**src/rtl/rv32i_test_sequencer_pkg.sv**
```systemverilog
// Shared types and constants for the rv32i regression sequencer.
// Decodes core stores to the tohost mailbox.
package rv32i_test_sequencer_pkg;

    typedef enum logic [2:0] {
        SEQ_IDLE,
        SEQ_RESET_CORE,
        SEQ_RUN,
        SEQ_RESULT,
        SEQ_DONE
    } seq_state_t;

    typedef enum logic [1:0] {
        HIT_NONE,
        HIT_PASS,
        HIT_FAIL
    } hit_t;

    localparam logic [31:0] TOHOST_DEFAULT = 32'h8000_1000;
    localparam logic [30:0] TIMEOUT_CODE   = 31'h7FFF_FFFF;

    // Stores with wdata[0]==0 are console/syscall traffic, not a verdict.
    function automatic hit_t classify_store(input logic        we,
                                            input logic [31:0] addr,
                                            input logic [3:0]  be,
                                            input logic [31:0] wdata,
                                            input logic [31:0] tohost);
        hit_t h;
        h = HIT_NONE;
        if (we && addr == tohost && be == 4'hF && wdata[0]) begin
            h = (wdata == 32'd1) ? HIT_PASS : HIT_FAIL;
        end
        return h;
    endfunction

endpackage

```
**src/rtl/rv32i_test_sequencer_if.sv**
```systemverilog
// Core data-memory store bus observed by the test sequencer.
interface rv32i_test_sequencer_if;
    logic        dmem_we;
    logic [31:0] dmem_addr;
    logic [3:0]  dmem_be;
    logic [31:0] dmem_wdata;

    modport master (output dmem_we, dmem_addr, dmem_be, dmem_wdata);
    modport slave  (input  dmem_we, dmem_addr, dmem_be, dmem_wdata);
endinterface

```
**src/rtl/rv32i_watchdog.sv**
```systemverilog
// 32-bit saturating cycle counter with synchronous clear/enable.
// Flags expiry when the count reaches LIMIT-1.
module rv32i_watchdog #(
    parameter int unsigned LIMIT = 100000
) (
    input  logic clk,
    input  logic rst,
    input  logic clr,
    input  logic en,
    output logic expired
);

    logic [31:0] cnt;

    // NOTE: sequential state uses non-blocking assignments so every flop
    // samples the pre-edge values regardless of process ordering.
    always_ff @(posedge clk) begin
        if (rst || clr) begin
            cnt <= '0;
        end else if (en && cnt != 32'hFFFF_FFFF) begin
            cnt <= cnt + 32'd1;
        end
    end

    assign expired = (cnt == 32'(LIMIT - 1));

endmodule

```
**src/rtl/rv32i_test_sequencer.sv**
```systemverilog
// Sequences NUM_TESTS programs on a core under test, collecting tohost verdicts
// and guarding each run with a watchdog.
module rv32i_test_sequencer
    import rv32i_test_sequencer_pkg::*;
#(
    parameter int unsigned NUM_TESTS      = 4,
    parameter logic [31:0] TOHOST_ADDR    = TOHOST_DEFAULT,
    parameter int unsigned RST_CYCLES     = 8,
    parameter int unsigned TIMEOUT_CYCLES = 100000,
    localparam int SEL_W = (NUM_TESTS > 1) ? $clog2(NUM_TESTS) : 1,
    localparam int CNT_W = $clog2(NUM_TESTS + 1)
) (
    input  logic                  clk,
    input  logic                  rst,
    input  logic                  start,
    rv32i_test_sequencer_if.slave dmem,
    output logic                  core_rst,
    output logic [SEL_W-1:0]      test_sel,
    output logic                  busy,
    output logic                  result_valid,
    output logic                  result_pass,
    output logic [30:0]           result_code,
    output logic [CNT_W-1:0]      pass_cnt,
    output logic [CNT_W-1:0]      fail_cnt,
    output logic                  done,
    output logic                  all_pass
);

    localparam int RCNT_W = $clog2(RST_CYCLES + 1);

    seq_state_t        state, state_d;
    logic [RCNT_W-1:0] rst_cnt, rst_cnt_d;
    hit_t              hit;
    logic              wd_expired;
    logic              last_test;

    logic              core_rst_d, busy_d, result_valid_d, result_pass_d;
    logic              done_d, all_pass_d;
    logic [SEL_W-1:0]  test_sel_d;
    logic [30:0]       result_code_d;
    logic [CNT_W-1:0]  pass_cnt_d, fail_cnt_d;

    assign hit = classify_store(dmem.dmem_we, dmem.dmem_addr, dmem.dmem_be,
                                dmem.dmem_wdata, TOHOST_ADDR);
    assign last_test = (test_sel == SEL_W'(NUM_TESTS - 1));

    rv32i_watchdog #(.LIMIT(TIMEOUT_CYCLES)) u_watchdog (
        .clk     (clk),
        .rst     (rst),
        .clr     (state == SEQ_RESET_CORE),
        .en      (state == SEQ_RUN),
        .expired (wd_expired)
    );

    always_ff @(posedge clk) begin
        if (rst) begin
            state        <= SEQ_IDLE;
            rst_cnt      <= '0;
            core_rst     <= 1'b1;
            test_sel     <= '0;
            busy         <= 1'b0;
            result_valid <= 1'b0;
            result_pass  <= 1'b0;
            result_code  <= '0;
            pass_cnt     <= '0;
            fail_cnt     <= '0;
            done         <= 1'b0;
            all_pass     <= 1'b0;
        end else begin
            state        <= state_d;
            rst_cnt      <= rst_cnt_d;
            core_rst     <= core_rst_d;
            test_sel     <= test_sel_d;
            busy         <= busy_d;
            result_valid <= result_valid_d;
            result_pass  <= result_pass_d;
            result_code  <= result_code_d;
            pass_cnt     <= pass_cnt_d;
            fail_cnt     <= fail_cnt_d;
            done         <= done_d;
            all_pass     <= all_pass_d;
        end
    end

    // NOTE: every combinational output gets a default before the case so no
    // path leaves it unassigned and a latch is never inferred.
    always_comb begin
        state_d = state;
        case (state)
            SEQ_IDLE, SEQ_DONE: if (start) state_d = SEQ_RESET_CORE;
            SEQ_RESET_CORE:     if (rst_cnt == RCNT_W'(RST_CYCLES - 1)) state_d = SEQ_RUN;
            SEQ_RUN:            if (hit != HIT_NONE || wd_expired) state_d = SEQ_RESULT;
            SEQ_RESULT:         state_d = last_test ? SEQ_DONE : SEQ_RESET_CORE;
            default:            state_d = SEQ_IDLE;
        endcase
    end

    // Outputs are decoded from the next state so they leave the flops aligned
    // with the state they describe.
    always_comb begin
        core_rst_d     = (state_d != SEQ_RUN);
        busy_d         = (state_d inside {SEQ_RESET_CORE, SEQ_RUN, SEQ_RESULT});
        result_valid_d = (state_d == SEQ_RESULT);
        done_d         = (state_d == SEQ_DONE);
        rst_cnt_d      = (state == SEQ_RESET_CORE && state_d == SEQ_RESET_CORE)
                         ? rst_cnt + RCNT_W'(1) : '0;
        test_sel_d     = test_sel;
        result_pass_d  = result_pass;
        result_code_d  = result_code;
        pass_cnt_d     = pass_cnt;
        fail_cnt_d     = fail_cnt;

        case (state)
            SEQ_IDLE, SEQ_DONE: begin
                if (start) begin
                    test_sel_d = '0;
                    pass_cnt_d = '0;
                    fail_cnt_d = '0;
                end
            end
            SEQ_RUN: begin
                // A verdict store in the expiry cycle takes precedence.
                if (hit == HIT_PASS) begin
                    result_pass_d = 1'b1;
                    result_code_d = '0;
                end else if (hit == HIT_FAIL) begin
                    result_pass_d = 1'b0;
                    result_code_d = dmem.dmem_wdata[31:1];
                end else if (wd_expired) begin
                    result_pass_d = 1'b0;
                    result_code_d = TIMEOUT_CODE;
                end
            end
            SEQ_RESULT: begin
                if (result_pass) pass_cnt_d = pass_cnt + CNT_W'(1);
                else             fail_cnt_d = fail_cnt + CNT_W'(1);
                if (!last_test)  test_sel_d = test_sel + SEL_W'(1);
            end
            default: ;
        endcase

        all_pass_d = done_d && (fail_cnt_d == '0);
    end

endmodule

```
**src/flat_wrapper.sv**
```systemverilog
// flat-port wrapper written by rule: the top's interface ports become plain ports
module rv32i_test_sequencer_flat import rv32i_test_sequencer_pkg::*;
#(
    parameter int unsigned NUM_TESTS      = 4,
    parameter logic [31:0] TOHOST_ADDR    = TOHOST_DEFAULT,
    parameter int unsigned RST_CYCLES     = 8,
    parameter int unsigned TIMEOUT_CYCLES = 100000,
    localparam int SEL_W = (NUM_TESTS > 1) ? $clog2(NUM_TESTS) : 1,
    localparam int CNT_W = $clog2(NUM_TESTS + 1)
)
  (clk, rst, start, core_rst, test_sel, busy, result_valid, result_pass, result_code, pass_cnt, fail_cnt, done, all_pass, dmem_dmem_we, dmem_dmem_addr, dmem_dmem_be, dmem_dmem_wdata);
  rv32i_test_sequencer_if dmem_i ();
  input  logic clk;
  input  logic rst;
  input  logic start;
  output logic core_rst;
  output logic [SEL_W-1:0] test_sel;
  output logic busy;
  output logic result_valid;
  output logic result_pass;
  output logic [30:0] result_code;
  output logic [CNT_W-1:0] pass_cnt;
  output logic [CNT_W-1:0] fail_cnt;
  output logic done;
  output logic all_pass;
  input wire logic [$bits(dmem_i.dmem_we)-1:0] dmem_dmem_we;
  input wire logic [$bits(dmem_i.dmem_addr)-1:0] dmem_dmem_addr;
  input wire logic [$bits(dmem_i.dmem_be)-1:0] dmem_dmem_be;
  input wire logic [$bits(dmem_i.dmem_wdata)-1:0] dmem_dmem_wdata;
  assign dmem_i.dmem_we = dmem_dmem_we;
  assign dmem_i.dmem_addr = dmem_dmem_addr;
  assign dmem_i.dmem_be = dmem_dmem_be;
  assign dmem_i.dmem_wdata = dmem_dmem_wdata;
  rv32i_test_sequencer #(.NUM_TESTS(NUM_TESTS), .TOHOST_ADDR(TOHOST_ADDR), .RST_CYCLES(RST_CYCLES), .TIMEOUT_CYCLES(TIMEOUT_CYCLES)) u_core (.clk(clk), .rst(rst), .start(start), .dmem(dmem_i), .core_rst(core_rst), .test_sel(test_sel), .busy(busy), .result_valid(result_valid), .result_pass(result_pass), .result_code(result_code), .pass_cnt(pass_cnt), .fail_cnt(fail_cnt), .done(done), .all_pass(all_pass));
endmodule
```
**config.mk**
```make
export PLATFORM = sky130hd
export DESIGN_NAME = rv32i_test_sequencer_flat
export DESIGN_NICKNAME = d
export VERILOG_FILES = /design/src/rtl/rv32i_test_sequencer_pkg.sv /design/src/rtl/rv32i_test_sequencer_if.sv /design/src/rtl/rv32i_watchdog.sv /design/src/rtl/rv32i_test_sequencer.sv /design/src/flat_wrapper.sv
export SDC_FILE = /design/constraint.sdc
export NUM_CORES = 1
export LEC_CHECK = 0
export CAP_MARGIN = 5
export CORE_MARGIN = 5
export CORE_UTILIZATION = 35
export CTS_CLUSTER_DIAMETER = 80
export DETAILED_ROUTE_END_ITERATION = 8
export GPL_ROUTABILITY_DRIVEN = 1
export GPL_TIMING_DRIVEN = 0
export PLACE_DENSITY = 0.68
export SYNTH_ARGS = -nofsm -noshare
export SYNTH_HDL_FRONTEND = slang
export SYNTH_SLANG_ARGS = --single-unit
```
**constraint.sdc**
```tcl
create_clock -name clk -period 4.2 [get_ports clk]
set_input_delay 1.26 -clock clk [delete_from_list [all_inputs] [get_ports clk]]
set_output_delay 1.26 -clock clk [all_outputs]
set_load 0.05 [all_outputs]
```
==> flow_metrics.tcl, run 1 <==
set metrics [dict create \
    most-common-layout-cells "clkdlybuf4s50_1 (116), dfxtp_1 (84), nor2_1 (60)" \
    initial_core_util 0.358 \
    cts_hold_buf 0 \
    cts_sinks 84 \
    fmax_mhz 268 \
    grt_usage 0.181 \
    cts_buffers 9 \
    portBuffers 116 \
    cp_cell_sequence "clkdlybuf4s50_1, or4bb_1, nor4_1, nand4_1, o41a_1, clkbuf_1, buf_2, a211oi_1" \
    crit_cells 8 \
    rows 38 \
    clk_root_buffer_cell "clkbuf_8" \
    r2r_end "u_core.u_watchdog.cnt[23]" \
    placed_area_um2 5220 \
    tightest_slew_ns 0.921 \
    worstReg2RegStart "u_core.u_watchdog.cnt[0]" \
    synth.avg_cell_area_um2 8.26 \
    cap_violations 0 \
    dieArea_um2 13300 \
    ys_dominant_reg_cell "dfxtp_1" \
    path_class "input pin to flop" \
    clk_pin_slew_ns 0.08 \
    critPathCapture "u_core.result_code[28]" \
    via_per_inst 5.39 \
    fin_crit_sh 0.888 \
    cts_tree "built" \
    cp_slowest_stage_delay_ns 0.52 \
    synth_top_cell_area_share 0.433 \
    die_w_um 115 \
    rsz0062_at_grt "false" \
    worstHoldPathType "flop to flop" \
    cts_resized 0 \
    cts_buffer_depth 2 \
    leakage_nw 1.77 \
    status "complete, no violations" \
    cpMaxStageDelayCell "nor4_1" \
    grt_max_degree 13 \
    synth_warnings 0 \
    fillers 1046 \
    mostFrequentLayoutCell "clkdlybuf4s50_1" \
    ff2ff_setup_slack_ns 1.55 \
    synthToLayoutAreaGrowth_pct 39.2 \
    arrival_ns 4.00 \
    synthesis.area_um2 3880 \
    worstPathMaxFanout 10 \
    cts_max_level 3 \
    async_flop_share 0 \
    power_density_nw_per_um2 272 \
    fin_nets 674 \
    tns_ns 0 \
    grt_pass1_vias 4064 \
    period_minus_slack_ns 3.73 \
    yosysUniqueCellTypes 50 \
    drive_gt1_frac 0.0449 \
    syn_inst 470 \
    timing.final.hold_violations 0 \
    required_ns 4.47 \
    start_kind "input pin" \
    gp_congestion 0.903 \
    drt_iter0_drc 211 \
    timing.max_slew.rel_slack 0.380 \
    end_kind "flop" \
    routed_wl_um 11600 \
    slew_violations 0 \
    synth-seq-cells 84 \
    grt_pass1_wl_um 19400 \
    skew_ns 0.0149 \
    dp_hpwl_um 8950 \
    rr_worst_depth 7 \
    vias 3993 \
    ys_top_cells_by_area "dfxtp_1 (43%), a211oi_1 (6.4%), nor2_1 (5.8%), a21oi_1 (4.3%), inv_1 (3.3%)" \
    max-vdd-ir-drop_mv 0.147 \
    synth-edff-count 0 \
    coreArea_um2 10800 \
    setup_viol 0 \
    worstHoldStart "u_core.rst_cnt[0]" \
    cp_num_buf_inv 3 \
    ant_nets 0 \
    cts_setup_buffers 0 \
    ios 117 \
    antenna_found_initial 0 \
    n_antenna_cell 0 \
    setup.worst_path.start "dmem_dmem_addr[31]" \
    drc 0 \
    clkLatencyLatePin_ns 0.36 \
    yosys.area.top_type "dfxtp_1" \
    critPathTopFamily "simple AND/OR/NAND/NOR gates" \
    synthesis.nets 547 \
    wl_per_cell_um 15.7 \
    dr.pass1.iters 5 \
    final_area_um2 5410 \
    overflow 0 \
    dieHeight_um 115 \
    ys_seq_area_frac 0.433 \
]
==> how the worst min path moves through the flow <==
| stage | to | slack (ns) | cells after the start |
|---|---|---|---|
| 2_1_floorplan | u_core.rst_cnt[0] | 0.42 | 1 |
| 3_3_place_gp | u_core.rst_cnt[0] | 0.43 | 1 |
| 3_5_place_dp | u_core.rst_cnt[0] | 0.45 | 1 |
| 4_1_cts | u_core.result_code[0] | 0.46 | 2 |
| 5_1_grt | u_core.rst_cnt[0] | 0.48 | 1 |
| 6_report | u_core.rst_cnt[0] | 0.46 | 1 |
==> cell usage after synthesis, drive strengths merged, types with 7 or more instances <==
cell type,count
dfxtp,84
nor2,60
inv,34
a211oi,33
a21oi,33
nand2,26
or3,20
o21ai,18
nand3,17
clkbuf,15
nor4,14
nor3,13
nand4,12
or4,12
buf,7
o31ai,7
==> worst register-to-register path, stage by stage, from the launching register on <==
cell,delay (ns)
dfxtp_1,0.40
ha_1,0.25
nand4_1,0.22
nor4_1,0.76
and3_1,0.32
clkbuf_1,0.33
o21ai_0,0.16
a21oi_1,0.13
==> metal layers <==
metal	track usage	up-vias	wire length, um
met5	0	-	0
met4	0.0548	0	173
met3	0.0753	17	1260
met2	0.301	156	5410
met1	0.214	1851	4780
li1	-	1969	-
==> final cells by class <==
cell class | count | area (um^2) | share of cell area
Buffer | 22 | 97.6 | 0.0180
Clock buffer | 14 | 183 | 0.0338
Clock inverter | 1 | 5.00 | 0.000925
Inverter | 34 | 128 | 0.0236
Multi-Input combinational cell | 330 | 1980 | 0.366
Sequential cell | 84 | 1680 | 0.311
Tap cell | 140 | 175 | 0.0324
Timing Repair Buffer | 116 | 1160 | 0.215
==> per-stage QoR <==
stage | cells | hold WS, ns | util | total power [mW] | worst slack, ns
final | 741 | 0.458 | 0.499 | 1.47 | 0.471
after global routing | 741 | 0.476 | 0.499 | 1.53 | 0.194
after CTS | 741 | 0.460 | 0.499 | 1.49 | 0.398
after detailed placement | 726 | 0.445 | 0.482 | 0.936 | 0.0112
after global placement | 726 | 0.433 | 0.482 | 0.935 | 0.0510
after floorplan | 470 | 0.418 | - | 0.851 | 1.13
==> power by group <==
group	internal (mW)	switching (mW)	leakage [nW]
combinational	0.0705	0.0469	0.999
sequential	0.798	0.00135	0.677
clock	0.276	0.280	0.0986
==> kinds of logic (layout without fill, tap and decap cells) <==
logic type | count (synthesis) | after routing | share of synthesized area
muxes | 4 | 4 | 0.0106
AOI/OAI and AO/OA | 106 | 106 | 0.175
adders and majority gates | 5 | 5 | 0.0161
buffers and inverters | 56 | 187 | 0.0580
DFF | 84 | 84 | 0.433
xor gates and xnor gates | 7 | 7 | 0.0158
and+or+nand+nor | 208 | 208 | 0.292
==> flip-flops by register name, indices dropped and copies added, names as in the netlist <==
| register | flops |
|---|---|
| u_core.u_watchdog.cnt | 32 |
| u_core.result_code | 31 |
| u_core.rst_cnt | 4 |
| u_core.fail_cnt | 3 |
| u_core.pass_cnt | 3 |
| u_core.state | 3 |
| u_core.test_sel | 2 |
| u_core.all_pass | 1 |
| u_core.busy | 1 |
| u_core.core_rst | 1 |
| u_core.done | 1 |
| u_core.result_pass | 1 |
| u_core.result_valid | 1 |
No activity file was read; power rests on OpenSTA's default activity.
==> run 2: changes to the inputs <==
Settings changed: CORE_MARGIN 5 to default.
==> run 2 against run 1 <==
Register-to-register slack worse by 0.02 ns. Wire length down 4.1%. Highest routed layer unchanged. Sequential cell count unchanged.
==> flow_metrics.tcl, run 2 (same netlist as run 1, synthesis figures left out) <==
set metrics [dict create \
    cts_buffers 9 \
    path_class "input pin to flop" \
    ff2ff_setup_slack_ns 1.53 \
    cts_buffer_depth 2 \
    largest_register_ffs 32 \
    setup_viol 0 \
    cp_slowest_stage_delay_ns 0.53 \
    cts_max_level 3 \
    skew_ns 0.00461 \
    rsz0062_at_grt "false" \
    drive_gt1_frac 0.0466 \
    clk_root_buffer_cell "clkbuf_8" \
    largestRegisters "u_core.u_watchdog.cnt x32, u_core.result_code x31, u_core.rst_cnt x4" \
    clkLatencyLatePin_ns 0.36 \
    p_sw_mw 0.340 \
    n_antenna_cell 0 \
    cts_tree "built" \
    worstPathMaxFanout 10 \
    drt_iter0_drc 159 \
    p_clk_frac 0.417 \
    leakage_nw 1.79 \
    coreArea_um2 10800 \
    fin_nets 674 \
    mostFrequentLayoutCell "clkdlybuf4s50_1" \
    grt_usage 0.202 \
    tightest_slew_ns 0.889 \
    worstHoldPathType "flop to flop" \
    fmax_mhz 262 \
    routed_wl_um 11100 \
    fin_crit_sh 0.910 \
    start_kind "input pin" \
    p_int_mw 1.23 \
    dr.pass1.iters 4 \
    dieArea_um2 11500 \
    cts_setup_buffers 0 \
    arrival_ns 4.10 \
    overflow 0 \
    portBuffers 116 \
    via_per_inst 5.39 \
    initial_core_util 0.358 \
    p_seq_frac 0.508 \
    drc 0 \
    final_area_um2 5440 \
    wl_per_cell_um 15.0 \
    cp_cell_sequence "clkdlybuf4s50_1, or4bb_1, nor4_1, nand4_1, o41a_1, clkbuf_1, buf_2, a211oi_1" \
    timing.final.hold_violations 0 \
    most-common-layout-cells "clkdlybuf4s50_1 (116), dfxtp_1 (84), nor2_1 (60)" \
    cts_sinks 84 \
    dieHeight_um 107 \
    max-vdd-ir-drop_mv 0.147 \
    grt_pass1_wl_um 18200 \
    required_ns 4.47 \
    fillers 1034 \
    grt_pass1_vias 3902 \
    cts_resized 0 \
    placed_area_um2 5220 \
    die_w_um 107 \
    timing.max_slew.rel_slack 0.402 \
    rows 38 \
    synthToLayoutAreaGrowth_pct 40.2 \
    cap_violations 0 \
    cts_hold_buf 0 \
    totalPowerFinal_mw 1.57 \
    period_minus_slack_ns 3.82 \
    ant_nets 0 \
    dp_hpwl_um 8500 \
    largest-register "u_core.u_watchdog.cnt" \
    end_kind "flop" \
    status "complete, no violations" \
    power_density_nw_per_um2 289 \
    clk_pin_slew_ns 0.08 \
    power_frac_comb 0.074 \
    ios 117 \
    grt_max_degree 14 \
    switching_share 0.217 \
    cpMaxStageDelayCell "nor4_1" \
    vias 3996 \
    slew_violations 0 \
    antenna_found_initial 0 \
    gp_congestion 0.883 \
]
[run 2: power by group through the flow]
| stage | combinational, mW | sequential (mW) | clock, mW |
|---|---|---|---|
| 6_report | 0.117 | 0.799 | 0.656 |
| 5_1_grt | 0.127 | 0.800 | 0.701 |
| 4_1_cts | 0.118 | 0.799 | 0.667 |
| 3_5_place_dp | 0.118 | 0.818 | 0 |
| 3_3_place_gp | 0.117 | 0.818 | 0 |
| 2_1_floorplan | 0.0302 | 0.821 | 0 |
[run 2: per-stage QoR]
step                instances  setup slack, ns  hold slack (ns)   util  setup TNS, ns
global placement          726           0.0374            0.433  0.482              0
detailed placement        726          -0.0473            0.444  0.482         -0.129
finish                    741            0.379            0.454  0.502              0
global route              741            0.216            0.471  0.502              0
CTS                       741            0.352            0.460  0.502              0
floorplan                 470             1.13            0.418      -              0
[run 2: layer usage]
metal | up-vias | share of wire | GRT usage
li1 | 1973 | - | -
met1 | 1866 | 0.42 | 0.237
met2 | 141 | 0.48 | 0.343
met3 | 16 | 0.088 | 0.0648
met4 | 0 | 0.017 | 0.0744
met5 | - | 0 | 0
[run 2: worst paths after layout]
kind | cells after the start | startpoint | end
worst min-delay path | 2 | u_core.result_code[5] | u_core.result_code[5]
worst min register to register | 2 | u_core.result_code[5] | u_core.result_code[5]
worst max-delay path | 8 | dmem_dmem_addr[31] | u_core.result_code[28]
worst max register to register | 7 | u_core.u_watchdog.cnt[0] | u_core.u_watchdog.cnt[23]
[run 2: layout make-up]
| cell class | instances | area, um^2 | area share |
|---|---|---|---|
| well taps | 140 | 175 | 0.0322 |
| flip-flops and latches | 84 | 1680 | 0.309 |
| clock buffers | 11 | 151 | 0.0278 |
| plain buffers | 22 | 97.6 | 0.0179 |
| multi-input cells | 330 | 1980 | 0.363 |
| inverters | 34 | 128 | 0.0234 |
| clock inverters | 4 | 72.6 | 0.0133 |
| repair buffers | 116 | 1160 | 0.213 |
[run 2: critical path: cells and delay by family]
family | cells | cell delay, ns
buffers and inverters | 3 | 0.94
AOI/OAI and AO/OA | 2 | 0.49
and+or+nand+nor | 3 | 1.41
==> run 3: changes to the inputs <==
Settings changed: CTS_BUF_LIST from default to sky130_fd_sc_hd__clkbuf_8, HOLD_SLACK_MARGIN from default to 0.1, SLEW_MARGIN from default to 30.
==> results of run 3 <==
The final DEF is identical to that of run 2; final timing and power are the same.
